<file path="config.mk">
export PLATFORM = sky130hd
export DESIGN_NAME = seg_scan_driver_flat
export DESIGN_NICKNAME = d
export VERILOG_FILES = /design/src/rtl/seg_scan_driver_pkg.sv /design/src/rtl/seg_scan_driver_if.sv /design/src/rtl/seg_scan_driver_decode.sv /design/src/rtl/seg_scan_driver.sv /design/src/flat_wrapper.sv
export SDC_FILE = /design/constraint.sdc
export NUM_CORES = 1
export LEC_CHECK = 0
export BUFFER_PORTS_ARGS = -buffer_cell sky130_fd_sc_hd__clkbuf_2
export CAP_MARGIN = 40
export CORE_MARGIN = 10
export CORE_UTILIZATION = 48
export DETAILED_ROUTE_END_ITERATION = 6
export GPL_ROUTABILITY_DRIVEN = 1
export PLACE_DENSITY = 0.7
export SKIP_CTS_REPAIR_TIMING = 1
export SYNTH_ARGS = -nofsm -noshare
export SYNTH_HDL_FRONTEND = slang
export SYNTH_HIERARCHICAL = 1
export SYNTH_SLANG_ARGS = --single-unit
</file>
<file path="constraint.sdc">
create_clock -name clk -period 3.6 [get_ports clk]
set_input_delay 0 -clock clk [delete_from_list [all_inputs] [get_ports clk]]
set_output_delay 0 -clock clk [all_outputs]
set_load 0.1 [all_outputs]
</file>
<file path="src/rtl/seg_scan_driver_pkg.sv">
// seg_scan_driver shared definitions:
// seven-segment codes and seg bit order.
package seg_pkg;

    // seg bit order, all active-low
    typedef struct packed {
        logic a;
        logic b;
        logic c;
        logic d;
        logic e;
        logic f;
        logic g;
        logic dp;
    } seg_t;

    // a..g patterns, 0 = segment lit
    localparam logic [6:0] SEG_0 = 7'b0000001;
    localparam logic [6:0] SEG_1 = 7'b1001111;
    localparam logic [6:0] SEG_2 = 7'b0010010;
    localparam logic [6:0] SEG_3 = 7'b0000110;
    localparam logic [6:0] SEG_4 = 7'b1001100;
    localparam logic [6:0] SEG_5 = 7'b0100100;
    localparam logic [6:0] SEG_6 = 7'b0100000;
    localparam logic [6:0] SEG_7 = 7'b0001111;
    localparam logic [6:0] SEG_8 = 7'b0000000;
    localparam logic [6:0] SEG_9 = 7'b0000100;
    localparam logic [6:0] SEG_A = 7'b0001000;
    localparam logic [6:0] SEG_B = 7'b1100000;
    localparam logic [6:0] SEG_C = 7'b0110001;
    localparam logic [6:0] SEG_D = 7'b1000010;
    localparam logic [6:0] SEG_E = 7'b0110000;
    localparam logic [6:0] SEG_F = 7'b0111000;

    localparam logic [6:0] SEG_OFF   = 7'b1111111;
    localparam logic [7:0] SEG_BLANK = 8'hFF;

endpackage

</file>
<file path="src/rtl/seg_scan_driver_if.sv">
// seg_scan_driver bus: datapath-side inputs
// and display-pin outputs.
interface seg_scan_driver_if #(
    parameter int DIGITS = 8
);

    logic                  load;
    logic [4*DIGITS-1:0]   value;
    logic [DIGITS-1:0]     dp;
    logic [DIGITS-1:0]     digit_en;
    logic                  hex_mode;
    logic                  lz_blank;
    logic [7:0]            seg;
    logic [DIGITS-1:0]     an;

    modport master (
        output load,
        output value,
        output dp,
        output digit_en,
        output hex_mode,
        output lz_blank,
        input  seg,
        input  an
    );

    modport slave (
        input  load,
        input  value,
        input  dp,
        input  digit_en,
        input  hex_mode,
        input  lz_blank,
        output seg,
        output an
    );

endinterface

</file>
<file path="src/rtl/seg_scan_driver_decode.sv">
// hex_seg_decode: nibble to active-low a..g,
// purely combinational.
module hex_seg_decode
    import seg_pkg::*;
(
    input  logic [3:0] nib,
    output logic [6:0] segs
);

    // full 16-entry hex lookup
    always_comb begin
        segs = SEG_OFF;
        unique case (nib)
            4'h0: segs = SEG_0;
            4'h1: segs = SEG_1;
            4'h2: segs = SEG_2;
            4'h3: segs = SEG_3;
            4'h4: segs = SEG_4;
            4'h5: segs = SEG_5;
            4'h6: segs = SEG_6;
            4'h7: segs = SEG_7;
            4'h8: segs = SEG_8;
            4'h9: segs = SEG_9;
            4'hA: segs = SEG_A;
            4'hB: segs = SEG_B;
            4'hC: segs = SEG_C;
            4'hD: segs = SEG_D;
            4'hE: segs = SEG_E;
            4'hF: segs = SEG_F;
        endcase
    end

endmodule

</file>
<file path="src/rtl/seg_scan_driver.sv">
// seg_scan_driver: multiplexed common-anode
// seven-segment scanner with shadowed data.
module seg_scan_driver
    import seg_pkg::*;
#(
    parameter int DIGITS = 8,
    parameter int DIV    = 1000
) (
    input  logic             clk,
    input  logic             rst_n,
    seg_scan_driver_if.slave bus
);

    localparam int PW = (DIV > 1) ? $clog2(DIV) : 1;
    localparam int IW = (DIGITS > 1) ? $clog2(DIGITS) : 1;

    localparam logic [PW-1:0] PRE_TOP = PW'(DIV - 1);
    localparam logic [IW-1:0] IDX_TOP = IW'(DIGITS - 1);

    logic [PW-1:0]        pre;
    logic [IW-1:0]        idx;
    logic [4*DIGITS-1:0]  sh_val;
    logic [DIGITS-1:0]    sh_dp;
    logic [DIGITS-1:0]    sh_en;
    logic [DIGITS-1:0]    lz;
    logic                 zero_run;
    logic [3:0]           nib;
    logic                 cur_dp;
    logic                 cur_en;
    logic                 cur_lz;
    logic [6:0]           dec;
    logic                 blank;
    seg_t                 seg_nxt;
    logic [DIGITS-1:0]    an_nxt;
    logic [7:0]           seg_q;
    logic [DIGITS-1:0]    an_q;

    // prescaler; digit index steps on wrap
    always_ff @(posedge clk or negedge rst_n) begin
        if (!rst_n) begin
            pre <= '0;
            idx <= '0;
        end else if (pre == PRE_TOP) begin
            pre <= '0;
            idx <= (idx == IDX_TOP) ? '0 : idx + 1'b1;
        end else begin
            pre <= pre + 1'b1;
        end
    end

    // shadow copies change only on load
    always_ff @(posedge clk or negedge rst_n) begin
        if (!rst_n) begin
            sh_val <= '0;
            sh_dp  <= '0;
            sh_en  <= '0;
        end else if (bus.load) begin
            sh_val <= bus.value;
            sh_dp  <= bus.dp;
            sh_en  <= bus.digit_en;
        end
    end

    // digit i is a leading zero when it and
    // every digit above it are zero; digit 0
    // is always shown
    always_comb begin
        lz       = '0;
        zero_run = 1'b1;
        for (int i = DIGITS - 1; i >= 0; i--) begin
            zero_run = zero_run
                     & (sh_val[4*i +: 4] == 4'h0);
            lz[i]    = zero_run & (i != 0);
        end
    end

    // pick the active digit's data and anode
    always_comb begin
        nib    = 4'h0;
        cur_dp = 1'b0;
        cur_en = 1'b0;
        cur_lz = 1'b0;
        an_nxt = '1;
        for (int i = 0; i < DIGITS; i++) begin
            if (idx == IW'(i)) begin
                nib       = sh_val[4*i +: 4];
                cur_dp    = sh_dp[i];
                cur_en    = sh_en[i];
                cur_lz    = lz[i];
                an_nxt[i] = 1'b0;
            end
        end
    end

    hex_seg_decode u_dec (
        .nib  (nib),
        .segs (dec)
    );

    // segment pattern, guard slot forced dark
    always_comb begin
        blank = !cur_en
              | (!bus.hex_mode & (nib > 4'd9))
              | (bus.lz_blank & cur_lz);
        seg_nxt = {blank ? SEG_OFF : dec,
                   ~(cur_en & cur_dp)};
        if (pre == '0) begin
            seg_nxt = SEG_BLANK;
        end
    end

    // registered pins; anodes dark in guard
    always_ff @(posedge clk or negedge rst_n) begin
        if (!rst_n) begin
            seg_q <= SEG_BLANK;
            an_q  <= '1;
        end else begin
            seg_q <= seg_nxt;
            an_q  <= (pre == '0) ? '1 : an_nxt;
        end
    end

    assign bus.seg = seg_q;
    assign bus.an  = an_q;

endmodule

</file>
<file path="src/flat_wrapper.sv">
// flat-port wrapper written by rule: the top's interface ports become plain ports
module seg_scan_driver_flat import seg_pkg::*;
#(
    parameter int DIGITS = 8,
    parameter int DIV    = 1000
)
  (clk, rst_n, bus_load, bus_value, bus_dp, bus_digit_en, bus_hex_mode, bus_lz_blank, bus_seg, bus_an);
  seg_scan_driver_if #(.DIGITS(DIGITS)) bus_i ();
  input  logic clk;
  input  logic rst_n;
  input wire logic [$bits(bus_i.load)-1:0] bus_load;
  input wire logic [$bits(bus_i.value)-1:0] bus_value;
  input wire logic [$bits(bus_i.dp)-1:0] bus_dp;
  input wire logic [$bits(bus_i.digit_en)-1:0] bus_digit_en;
  input wire logic [$bits(bus_i.hex_mode)-1:0] bus_hex_mode;
  input wire logic [$bits(bus_i.lz_blank)-1:0] bus_lz_blank;
  output wire logic [$bits(bus_i.seg)-1:0] bus_seg;
  output wire logic [$bits(bus_i.an)-1:0] bus_an;
  assign bus_i.load = bus_load;
  assign bus_i.value = bus_value;
  assign bus_i.dp = bus_dp;
  assign bus_i.digit_en = bus_digit_en;
  assign bus_i.hex_mode = bus_hex_mode;
  assign bus_i.lz_blank = bus_lz_blank;
  assign bus_seg = bus_i.seg;
  assign bus_an = bus_i.an;
  seg_scan_driver #(.DIGITS(DIGITS), .DIV(DIV)) u_core (.clk(clk), .rst_n(rst_n), .bus(bus_i));
endmodule
</file>
==> results of run 1 <==
[layout make-up]
cell class                 count  area (sq um)  area share
sequential                    77          1950       0.384
multi-input combinational    245          1790       0.353
timing repair buffer         127           921       0.181
clock buffer                  12           155      0.0306
tap                          102           128      0.0251
inverter                      23          86.3      0.0170
clock inverter                 4          47.5     0.00937
[sequential cells by signal, indices dropped and copies added (netlist names)]
name and count:
u_core/sh_val 32, u_core/sh_en 8, u_core/idx 3, u_core/pre 10, u_core/sh_dp 8, u_core/bus.an 8
u_core/bus.seg 8
[layer usage]
layer / vias to the layer above / GRT usage / part of all wire
li1: 1527 / - / -
met1: 1546 / 0.181 / 0.43
met2: 104 / 0.243 / 0.51
met3: 18 / 0.0308 / 0.051
met4: 0 / 0.0570 / 0.015
met5: - / 0 / 0
[worst max-delay path, cell delays in order (launching register included)]
cell      delay (ns)
dfrtp_1         0.41
inv_1           0.12
ha_1            0.73
and2_1          0.31
a22oi_1         0.14
o221ai_2        0.40
inv_1           0.18
ha_1            0.32
inv_1           0.05
mux4_2          0.43
nand3b_1        0.17
[layout by cell type, fill, tap and decap left out, drive strengths merged, types with 3 or more instances in the layout]
master / synthesis / routed
nand2: 37 / 37
mux2: 37 / 37
and2: 4 / 4
nor3: 3 / 3
or3: 3 / 3
nand3: 6 / 6
clkbuf: 6 / 79
buf: 14 / 11
o211ai: 5 / 5
dlygate4sd3: 0 / 49
xnor2: 4 / 4
nand2b: 3 / 3
dfrtp: 61 / 61
a221oi: 5 / 5
dfstp: 16 / 16
o21ai: 24 / 24
nand3b: 12 / 12
nor2: 17 / 17
mux2i: 6 / 6
inv: 23 / 23
ha: 15 / 15
a21oi: 24 / 24
nor4: 8 / 8
[power breakdown]
part	total [mW]	internal (mW)	switching [mW]
Sequential	0.985	0.940	0.0445
Combinational	0.385	0.159	0.225
Clock	0.667	0.356	0.311
Total	2.04	1.46	0.581
[metrics by stage]
| stage | hold WS [ns] | setup slack, ns |
|---|---|---|
| finish | -0.0147 | 0.268 |
| global route | 0.0213 | 0.0373 |
| global placement | 0.200 | 0.480 |
| CTS | -0.402 | 0.302 |
| floorplan | -0.296 | 0.299 |
| detailed placement | -0.00975 | 0.306 |
[kinds of logic after synthesis]
logic type / share of synthesized area
and+or+nand+nor: 0.133
AOI/OAI and AO/OA: 0.135
DFF: 0.495
muxes: 0.127
buffers and inverters: 0.0490
adders and majority gates: 0.0478
xor gates and xnor gates: 0.0134
[worst max-delay path by stage]
stage                              from  depth (start not counted)                 to
after CTS                 u_core/idx[0]                         10  u_core/bus.seg[4]
after global routing      u_core/idx[0]                         10  u_core/bus.seg[4]
final                     u_core/idx[0]                         10  u_core/bus.seg[4]
after detailed placement  u_core/idx[0]                         10  u_core/bus.seg[4]
after floorplan           u_core/idx[2]                         13  u_core/bus.seg[4]
after global placement    u_core/idx[0]                         10  u_core/bus.seg[4]
==> summary.txt, run 1 <==
Run
  • Total of max-cap violations: 0

Logic synthesis
  • Largest cells by area after synthesis: dfrtp_1, dfstp_2, mux2_2, ha_1, nand2_1
  • Top-area cell type share of the netlist area: 0.388
  • Ys Warns: 6
  • Synth cell types: 51
  • Post-synth EDFFs: 0
  • Count leader, synth: dfrtp_1
  • Avg Cell Area, Syn: between 10 and 15 sq um
  • Synth Instances: 365
  • Sequential share of the synthesized area: 0.495
  • Leading area contributor after synthesis: dfrtp_1
  • Syn Nets: approximately 430
  • Post-synth top cells: dfrtp_1, mux2_2, nand2_1, inv_1, a21oi_1
  • Synth Flop Type: dfrtp_1
  • Async S/R FF share, synth: 1.00
  • Synthesized cell area: 3930 sq um
  • Yosys reg bits: 77

Worst setup path
  • R2R Path End: u_core/bus.seg[4]
  • Critical path peak fanout: 23
  • R2R Setup Slk: about 0.27 ns
  • Req. time, crit path: about 3.9 ns
  • Reg2Reg Launch Point: u_core/idx[0]
  • Worst reg-to-reg path cell count: 10
  • Worst setup EP type: register
  • Worst setup SP type: register
  • Arrival @ worst endpoint: roughly 3.6 ns
  • Critical path type: reg -> reg

Finish
  • Synthesis-to-finish area growth: 29.1%
  • Final Core Density: 0.647
  • Antenna diodes: 0
  • Nets: around 550
  • Fraction of layout cells with a size suffix above 1: 0.320
  • Fillers: 650
  • Fin area: 5070 sq um
  • Finished Layout Cells: 590

Drt
  • WL per Instance: between 15 and 20 um
  • Number of routed nets with antenna violations: 0
  • DRT iter0 DRCs: 209
  • Total wire length: around 9.5 mm
  • Vias: roughly 3.2k
  • # DRC: 0
  • Pre-antenna DRT Iters: 6
  • Via density: about 5.4

Floorplanning
  • Die area: 12200 sq um
  • Starting Density: 0.501
  • Die span in x: 110 um
  • Core ar.: 7850 sq um
  • Ports: a little under 70
  • Std-Cell Rows: 32
  • Die Span Y: 110 um

Clock network
  • CTS root buf: clkbuf_8
  • Clk sink count: 77
  • Bufs on Longest Clock Path: 2
  • Num CTS Buffers: 9
  • Number of H-tree levels: 3
  • Clk_lat worst skew: between 0.3 and 0.4 ns
  • CTS tree: done
  • Clk slew on worst S/H paths: around 0.08 ns

Power and ir drop
  • Peak supply drop: 0.000246 V
  • Leak Pwr: 2.28 nW
  • Total power divided by cell area: 401 nW/um^2
  • Total power: just over 2 mW

Timing
  • Worst Max-Slew Pin Slew: about 0.86 ns
  • Fmax: 300 MHz
  • Slew HR: 0.429
  • Final hold slack: -0.0147 ns
  • Layout Skew: between 0.01 and 0.015 ns
  • TNS Setup: 0 ns
  • Endpoints failing setup: 0
  • Slew Viols, Final: 0
  • Part of the cycle the worst path needs: 0.926
  • Fin crit period: roughly 3.3 ns
  • Hold Vio Cnt, Final: 6
  • Unrepaired setup endpoints after global routing: false

Global routing
  • Vias in the first global route: ~3.1k
  • Overflow after GRT: 0
  • First-pass GRT wire length: roughly 15 mm
  • GR Util All Layers: 0.146
  • Largest net degree at the start of global routing: just over 40
  • Antenna violations before repair: 0

Placement
  • IO Port Bufs: 68
  • Post-DP Area: roughly 4400 sq um
  • Post-DP HPWL: 6.80 mm
  • Gpl congestion: 0.865
  • Dpl cells: between 500 and 600

Worst hold path
  • WHS Path Cells: 4
  • Worst Hold Launch: bus_hex_mode
  • Hold EP: u_core/bus.seg[2]
  • Tightest Hold Check Type: in -> reg

Status
  • Status: finished, violations left
  • Failing checks: negative hold slack
Power figures use the tool's default switching activity.
==> run 2, diff against run 1 <==
--- a/config.mk
+++ b/config.mk
@@ -15,5 +15,4 @@
 export SKIP_CTS_REPAIR_TIMING = 1
 export SYNTH_ARGS = -nofsm -noshare
 export SYNTH_HDL_FRONTEND = slang
-export SYNTH_HIERARCHICAL = 1
 export SYNTH_SLANG_ARGS = --single-unit
==> run 2 against run 1 <==
  * The run now ends clean
  * Count of clock-buffer cells in the layout down 2
  * Clock power up 19%
  * Design area up 0.74%
  * Critical path depth up 5
  * Hold slack better by 0.16 ns
  * Sequential share of layout area down 0.28 points
  * Critical path type unchanged
  * Largest cell class unchanged
==> summary.txt, run 2 <==
Status
  • Status: finished clean

Logic synthesis
  • Ys Warns: 0
  • Synth cell types: 55
  • Sequential share of the synthesized area: 0.500
  • Async S/R FF share, synth: 1.00
  • Yosys reg bits: 77
  • Post-synth EDFFs: 0
  • Synthesized cell area: between 3000 and 4000 sq um
  • Count leader, synth: dfrtp_1
  • Leading area contributor after synthesis: dfrtp_1
  • Avg Cell Area, Syn: roughly 11 sq um
  • Synth Instances: 356
  • Top-area cell type share of the netlist area: 0.392
  • Post-synth top cells: dfrtp_1, mux2_2, nand2_1, o21ai_0
  • Syn Nets: 423
  • Synth Flop Type: dfrtp_1
  • Largest cells by area after synthesis: dfrtp_1, mux2_2, dfstp_2, ha_1, nand2_1

Timing
  • Fmax: between 200 and 300 MHz
  • Unrepaired setup endpoints after global routing: false
  • Slew Viols, Final: 0
  • Slew HR: 0.571
  • Endpoints failing setup: 0
  • Hold Vio Cnt, Final: 0
  • Part of the cycle the worst path needs: 0.936
  • Layout Skew: 0.0100 ns
  • Worst Max-Slew Pin Slew: roughly 0.64 ns
  • TNS Setup: 0 ns
  • Fin crit period: about 3.4 ns

Finish
  • Fillers: between 600 and 700
  • Most common cell after layout, fill and taps aside: clkbuf_2
  • FF/Latch Area: between 1500 and 2000 sq um
  • Area of the multi-input gates: 1790 sq um
  • Fraction of layout cells with a size suffix above 1: 0.349
  • Final Core Density: 0.655
  • Most frequent cells in the layout: clkbuf_2, dfrtp_1, dlygate4sd3_1
  • Nets: 544
  • Largest reg by FF count: u_core.sh_val
  • Max reg flops: 32
  • Antenna diodes: 0
  • Synthesis-to-finish area growth: 31.4%
  • Biggest regs: u_core.sh_val: 32 flops, u_core.pre: 10 flops
  • Finished Layout Cells: between 500 and 600

Worst setup path
  • Req. time, crit path: 3.85 ns
  • R2R Path End: u_core.bus.seg[4]
  • Cell mode on critical path: a21oi_1
  • Reg2Reg Launch Point: u_core.idx[0]
  • Crit path cell chain: inv_1 > ha_1 > nor2b_1 > a221oi_1 > o211ai_1 > a21oi_1 > a221oi_2 > inv_1 > ha_1 > or2_2 > a21oi_1 > o21ai_1 > o221ai_2 > a21oi_1 > o311ai_1
  • R2R Setup Slk: around 0.23 ns
  • Worst reg-to-reg path cell count: 15
  • Critical path's largest stage delay: 0.42 ns
  • CP delay by family, top: compound AO/OA/AOI/OAI gates
  • Critical path peak fanout: 8
  • Worst setup SP type: register
  • Critical Path Slowest Stage Cell: dfrtp_1
  • Worst setup EP type: register
  • Critical path type: reg -> reg
  • CP bufs+invs: 2
  • Arrival @ worst endpoint: 3.62 ns

Drt
  • DRT iter0 DRCs: between 200 and 250
  • Pre-antenna DRT Iters: 5
  • Number of routed nets with antenna violations: 0
  • Via density: approximately 5.6
  • Total wire length: between 9 and 10 mm
  • WL per Instance: between 15 and 20 um
  • Vias: around 3.3k
  • # DRC: 0

Global routing
  • First-pass GRT wire length: about 15 mm
  • Antenna violations before repair: 0
  • GR Util All Layers: 0.158
  • Largest net degree at the start of global routing: 42
  • Overflow after GRT: 0
  • Vias in the first global route: 3110

Power and ir drop
  • Total power divided by cell area: roughly 420 nW/um^2
  • Leak Pwr: 2.23 nW
  • Combinational share of power: 0.173
  • Peak supply drop: roughly 0.00030 V
  • Internal power: around 1.6 mW
  • Sw frac: 0.271
  • Net Sw Power: roughly 600 uW
  • Sequential share of power: 0.458
  • Total power: approximately 2.2 mW
  • Clock group share of total power: 0.369

Clock network
  • Clk_lat worst skew: 0.35 ns
  • CTS root buf: clkbuf_8
  • Num CTS Buffers: 9
  • Bufs on Longest Clock Path: 2
  • CTS tree: done
  • Number of H-tree levels: 3
  • Clk sink count: 77
  • Clk slew on worst S/H paths: around 0.08 ns

Placement
  • Post-DP HPWL: 6.89 mm
  • Gpl congestion: between 0.9 and 1
  • Dpl cells: slightly above 500
  • IO Port Bufs: ~70

Floorplanning
  • Ports: 69
  • Die Span Y: 110 um
  • Core ar.: 7810 sq um
  • Std-Cell Rows: 32
  • Die area: between 10000 and 15000 sq um
  • Die span in x: 110 um
  • Starting Density: 0.498

Worst hold path
  • Tightest Hold Check Type: in -> async

Run
  • Total of max-cap violations: 0
## run 2: area by class of cell
type | count | area share
sequential | 77 | 0.381
timing repair buffer | 129 | 0.183
clock inverter | 6 | 0.0213
inverter | 17 | 0.0125
clock buffer | 10 | 0.0269
tap | 102 | 0.0250
multi-input combinational | 243 | 0.350
## run 2: worst max-delay path by stage
stage | start | to | slack [ns] | depth (start not counted)
final | u_core.idx[0] | u_core.bus.seg[4] | 0.23 | 15
after global routing | u_core.idx[0] | u_core.bus.seg[4] | 0.004 | 15
after CTS | u_core.idx[0] | u_core.bus.seg[4] | 0.18 | 13
after detailed placement | u_core.idx[0] | u_core.bus.seg[4] | 0.21 | 13
after global placement | u_core.idx[0] | u_core.bus.seg[4] | 0.36 | 13
after floorplan | u_core.idx[0] | u_core.bus.seg[4] | 0.49 | 14
## run 2: logic make-up after synthesis
logic type,synth area share
AOI/OAI and AO/OA,0.161
adders and majority gates,0.0450
DFF,0.500
and+or+nand+nor,0.116
muxes,0.122
buffers and inverters,0.0402
xor gates and xnor gates,0.0158
## run 2: routing by layer
| layer | part of all wire | GRT usage | vias to the layer above |
|---|---|---|---|
| met4 | 0.014 | 0.0409 | 0 |
| met1 | 0.42 | 0.190 | 1580 |
| met5 | 0 | 0 | - |
| met3 | 0.061 | 0.0563 | 21 |
| met2 | 0.51 | 0.263 | 122 |
| li1 | - | - | 1535 |
## run 2: per-stage QoR
step / hold slack, ns / setup WS (ns) / area, sq um
3_5_place_dp: -0.00839 / 0.211 / 4370
6_report: 0.143 / 0.229 / 5110
4_1_cts: -0.394 / 0.176 / 4620
3_3_place_gp: 0.195 / 0.361 / 4350
2_1_floorplan: -0.296 / 0.492 / 3890
5_1_grt: 0.192 / 0.00449 / 5110
## run 2: power groups by stage
stage / Sequential (mW) / Combinational, mW / Clock [mW]
2_1_floorplan: 1.09 / 0.140 / 0
3_3_place_gp: 1.00 / 0.321 / 0
3_5_place_dp: 1.00 / 0.330 / 0
4_1_cts: 0.988 / 0.332 / 0.812
5_1_grt: 0.996 / 0.402 / 0.852
6_report: 0.988 / 0.374 / 0.797
==> run 3, diff against run 2 <==
--- a/config.mk
+++ b/config.mk
@@ -8,10 +8,11 @@
 export BUFFER_PORTS_ARGS = -buffer_cell sky130_fd_sc_hd__clkbuf_2
 export CAP_MARGIN = 40
 export CORE_MARGIN = 10
-export CORE_UTILIZATION = 48
+export CORE_UTILIZATION = 33
 export DETAILED_ROUTE_END_ITERATION = 6
 export GPL_ROUTABILITY_DRIVEN = 1
-export PLACE_DENSITY = 0.7
+export GPL_TIMING_DRIVEN = 0
+export RECOVER_POWER = 100
 export SKIP_CTS_REPAIR_TIMING = 1
 export SYNTH_ARGS = -nofsm -noshare
 export SYNTH_HDL_FRONTEND = slang
==> run 3 against run 2 <==
  * Sequential share of layout area fell by 1.5 points
  * Critical path depth grew 1
  * Via count stayed put
==> summary.txt, run 3 (synthesis gave the netlist of run 2 again) <==
Drt
  • Pre-antenna DRT Iters: 4
  • Number of routed nets with antenna violations: 0
  • DRT iter0 DRCs: about 230
  • Via density: 5.11
  • # DRC: 0
  • Total wire length: 10.4 mm
  • WL per Instance: roughly 16 um
  • Vias: roughly 3.3k

Timing
  • Slew Viols, Final: 0
  • Layout Skew: ~0.009 ns
  • Slew HR: 0.136
  • Endpoints failing setup: 0
  • Unrepaired setup endpoints after global routing: false
  • Part of the cycle the worst path needs: 0.943
  • Hold Vio Cnt, Final: 0
  • Final setup margin: between 0.2 and 0.25 ns
  • Fmax: just under 300 MHz
  • Fin crit period: between 3 and 4 ns
  • Worst Max-Slew Pin Slew: about 1.3 ns
  • TNS Setup: 0 ns

Floorplanning
  • Die Span Y: ~130 um
  • Die area: roughly 17000 sq um
  • Core ar.: approximately 11000 sq um
  • Std-Cell Rows: 39
  • Die span in x: 129 um
  • Starting Density: 0.339
  • Ports: 69

Clock network
  • Number of H-tree levels: 3
  • Bufs on Longest Clock Path: 2
  • CTS root buf: clkbuf_16
  • CTS tree: done
  • Clk sink count: between 70 and 80
  • Clk slew on worst S/H paths: ~0.06 ns
  • Num CTS Buffers: 9
  • Clk_lat worst skew: around 0.34 ns

Worst hold path
  • Hold EP: u_core.sh_dp[0]
  • Tightest Hold Check Type: in -> reg
  • WHS Path Cells: 2
  • Worst Hold Launch: bus_load

Finish
  • Fin area: between 5000 and 6000 sq um
  • Antenna diodes: 0
  • Synthesis-to-finish area growth: 36.7%
  • Most common cell after layout, fill and taps aside: dfrtp_1
  • Fraction of layout cells with a size suffix above 1: 0.314
  • Nets: approximately 560
  • Biggest regs: u_core.sh_val: 32 flops, u_core.pre: 10 flops
  • Most frequent cells in the layout: dfrtp_1, clkbuf_2, dlygate4sd3_1
  • FF/Latch Area: just under 2000 sq um
  • Fillers: about 1.0k
  • Max reg flops: 32
  • Largest reg by FF count: u_core.sh_val
  • Area of the multi-input gates: roughly 1800 sq um

Placement
  • IO Port Bufs: 67
  • Post-DP HPWL: approximately 7.4 mm
  • DP Worst Slack: -0.193 ns
  • Gpl congestion: a little over 0.8
  • Post-DP Area: 4430 sq um

Worst setup path
  • Critical path peak fanout: 8
  • Arrival @ worst endpoint: about 3.7 ns
  • R2R Setup Slk: 0.21 ns
  • Req. time, crit path: about 3.9 ns
  • Worst setup SP type: register
  • Worst reg-to-reg path cell count: 16
  • Worst setup EP type: register
  • R2R Path End: u_core.bus.seg[5]
  • Reg2Reg Launch Point: u_core.idx[0]
  • Crit. Startpoint: u_core.idx[0]
  • Critical path type: reg -> reg

Power and ir drop
  • Leak Pwr: around 2.2 nW
  • Peak supply drop: 0.000255 V
  • Total power divided by cell area: ~460 nW/um^2
  • Total power: ~2.4 mW

Global routing
  • Vias in the first global route: 3146
  • First-pass GRT wire length: roughly 16 mm
  • GR Util All Layers: 0.122
  • Antenna violations before repair: 0
  • Overflow after GRT: 0
  • Largest net degree at the start of global routing: between 50 and 60

Status
  • Status: finished clean

Run
  • Total of max-cap violations: 0
-- run 3: cell count changes in the layout (fill, tap and decap cells not counted), moves of 2 or more --
cell       change
clkbuf_8       -9
ha_1           -3
buf_6          +2
clkbuf_1      +29
buf_4          -8
clkbuf_4       +5
clkbuf_2      -15
ha_2           +3
clkinv_2       -2
clkbuf_16      +9
-- run 3: through the flow --
stage | util | hold WS (ns) | std cells
final | 0.464 | 0.219 | 637
after global routing | 0.464 | 0.240 | 637
after CTS | 0.417 | -0.399 | 583
after detailed placement | 0.387 | -0.0315 | 567
after global placement | 0.384 | 0.216 | 566
after floorplan | - | -0.296 | 356
-- run 3: how the worst max path moves through the flow --
stage	end	slack (ns)	depth (start not counted)
floorplan	u_core.bus.seg[4]	0.49	14
global placement	u_core.bus.seg[4]	-0.07	14
detailed placement	u_core.bus.seg[4]	-0.19	14
global route	u_core.bus.seg[5]	0.008	14
finish	u_core.bus.seg[5]	0.21	16
CTS	u_core.bus.seg[4]	-0.19	14
-- run 3: cell type report --
type	instances	area share
sequential	77	0.366
multi-input combinational	243	0.343
timing repair buffer	122	0.159
clock buffer	11	0.0456
tap	143	0.0336
clock inverter	5	0.0200
buffer	19	0.0195
inverter	17	0.0125
-- run 3: where the power goes --
group	switching [mW]	internal, mW
registers	0.0448	0.942
clock network	0.357	0.699
logic	0.225	0.153
-- run 3: critical path, cell delays in order, from the launching register on --
cell,delay (ns)
dfrtp_1,0.40
inv_1,0.13
ha_1,0.24
nor2b_1,0.18
buf_6,0.16
a221oi_1,0.09
o211ai_1,0.20
a21oi_1,0.14
a221oi_4,0.29
inv_2,0.09
ha_1,0.26
or2_2,0.33
a21oi_1,0.15
o21ai_1,0.10
o221ai_2,0.26
clkbuf_4,0.20
a211o_1,0.09
-- run 3: layer usage --
layer / track usage / wire length [um]
met1: 0.154 / 4650
met2: 0.187 / 5060
met3: 0.0398 / 521
met4: 0.0530 / 167
met5: 0 / 0
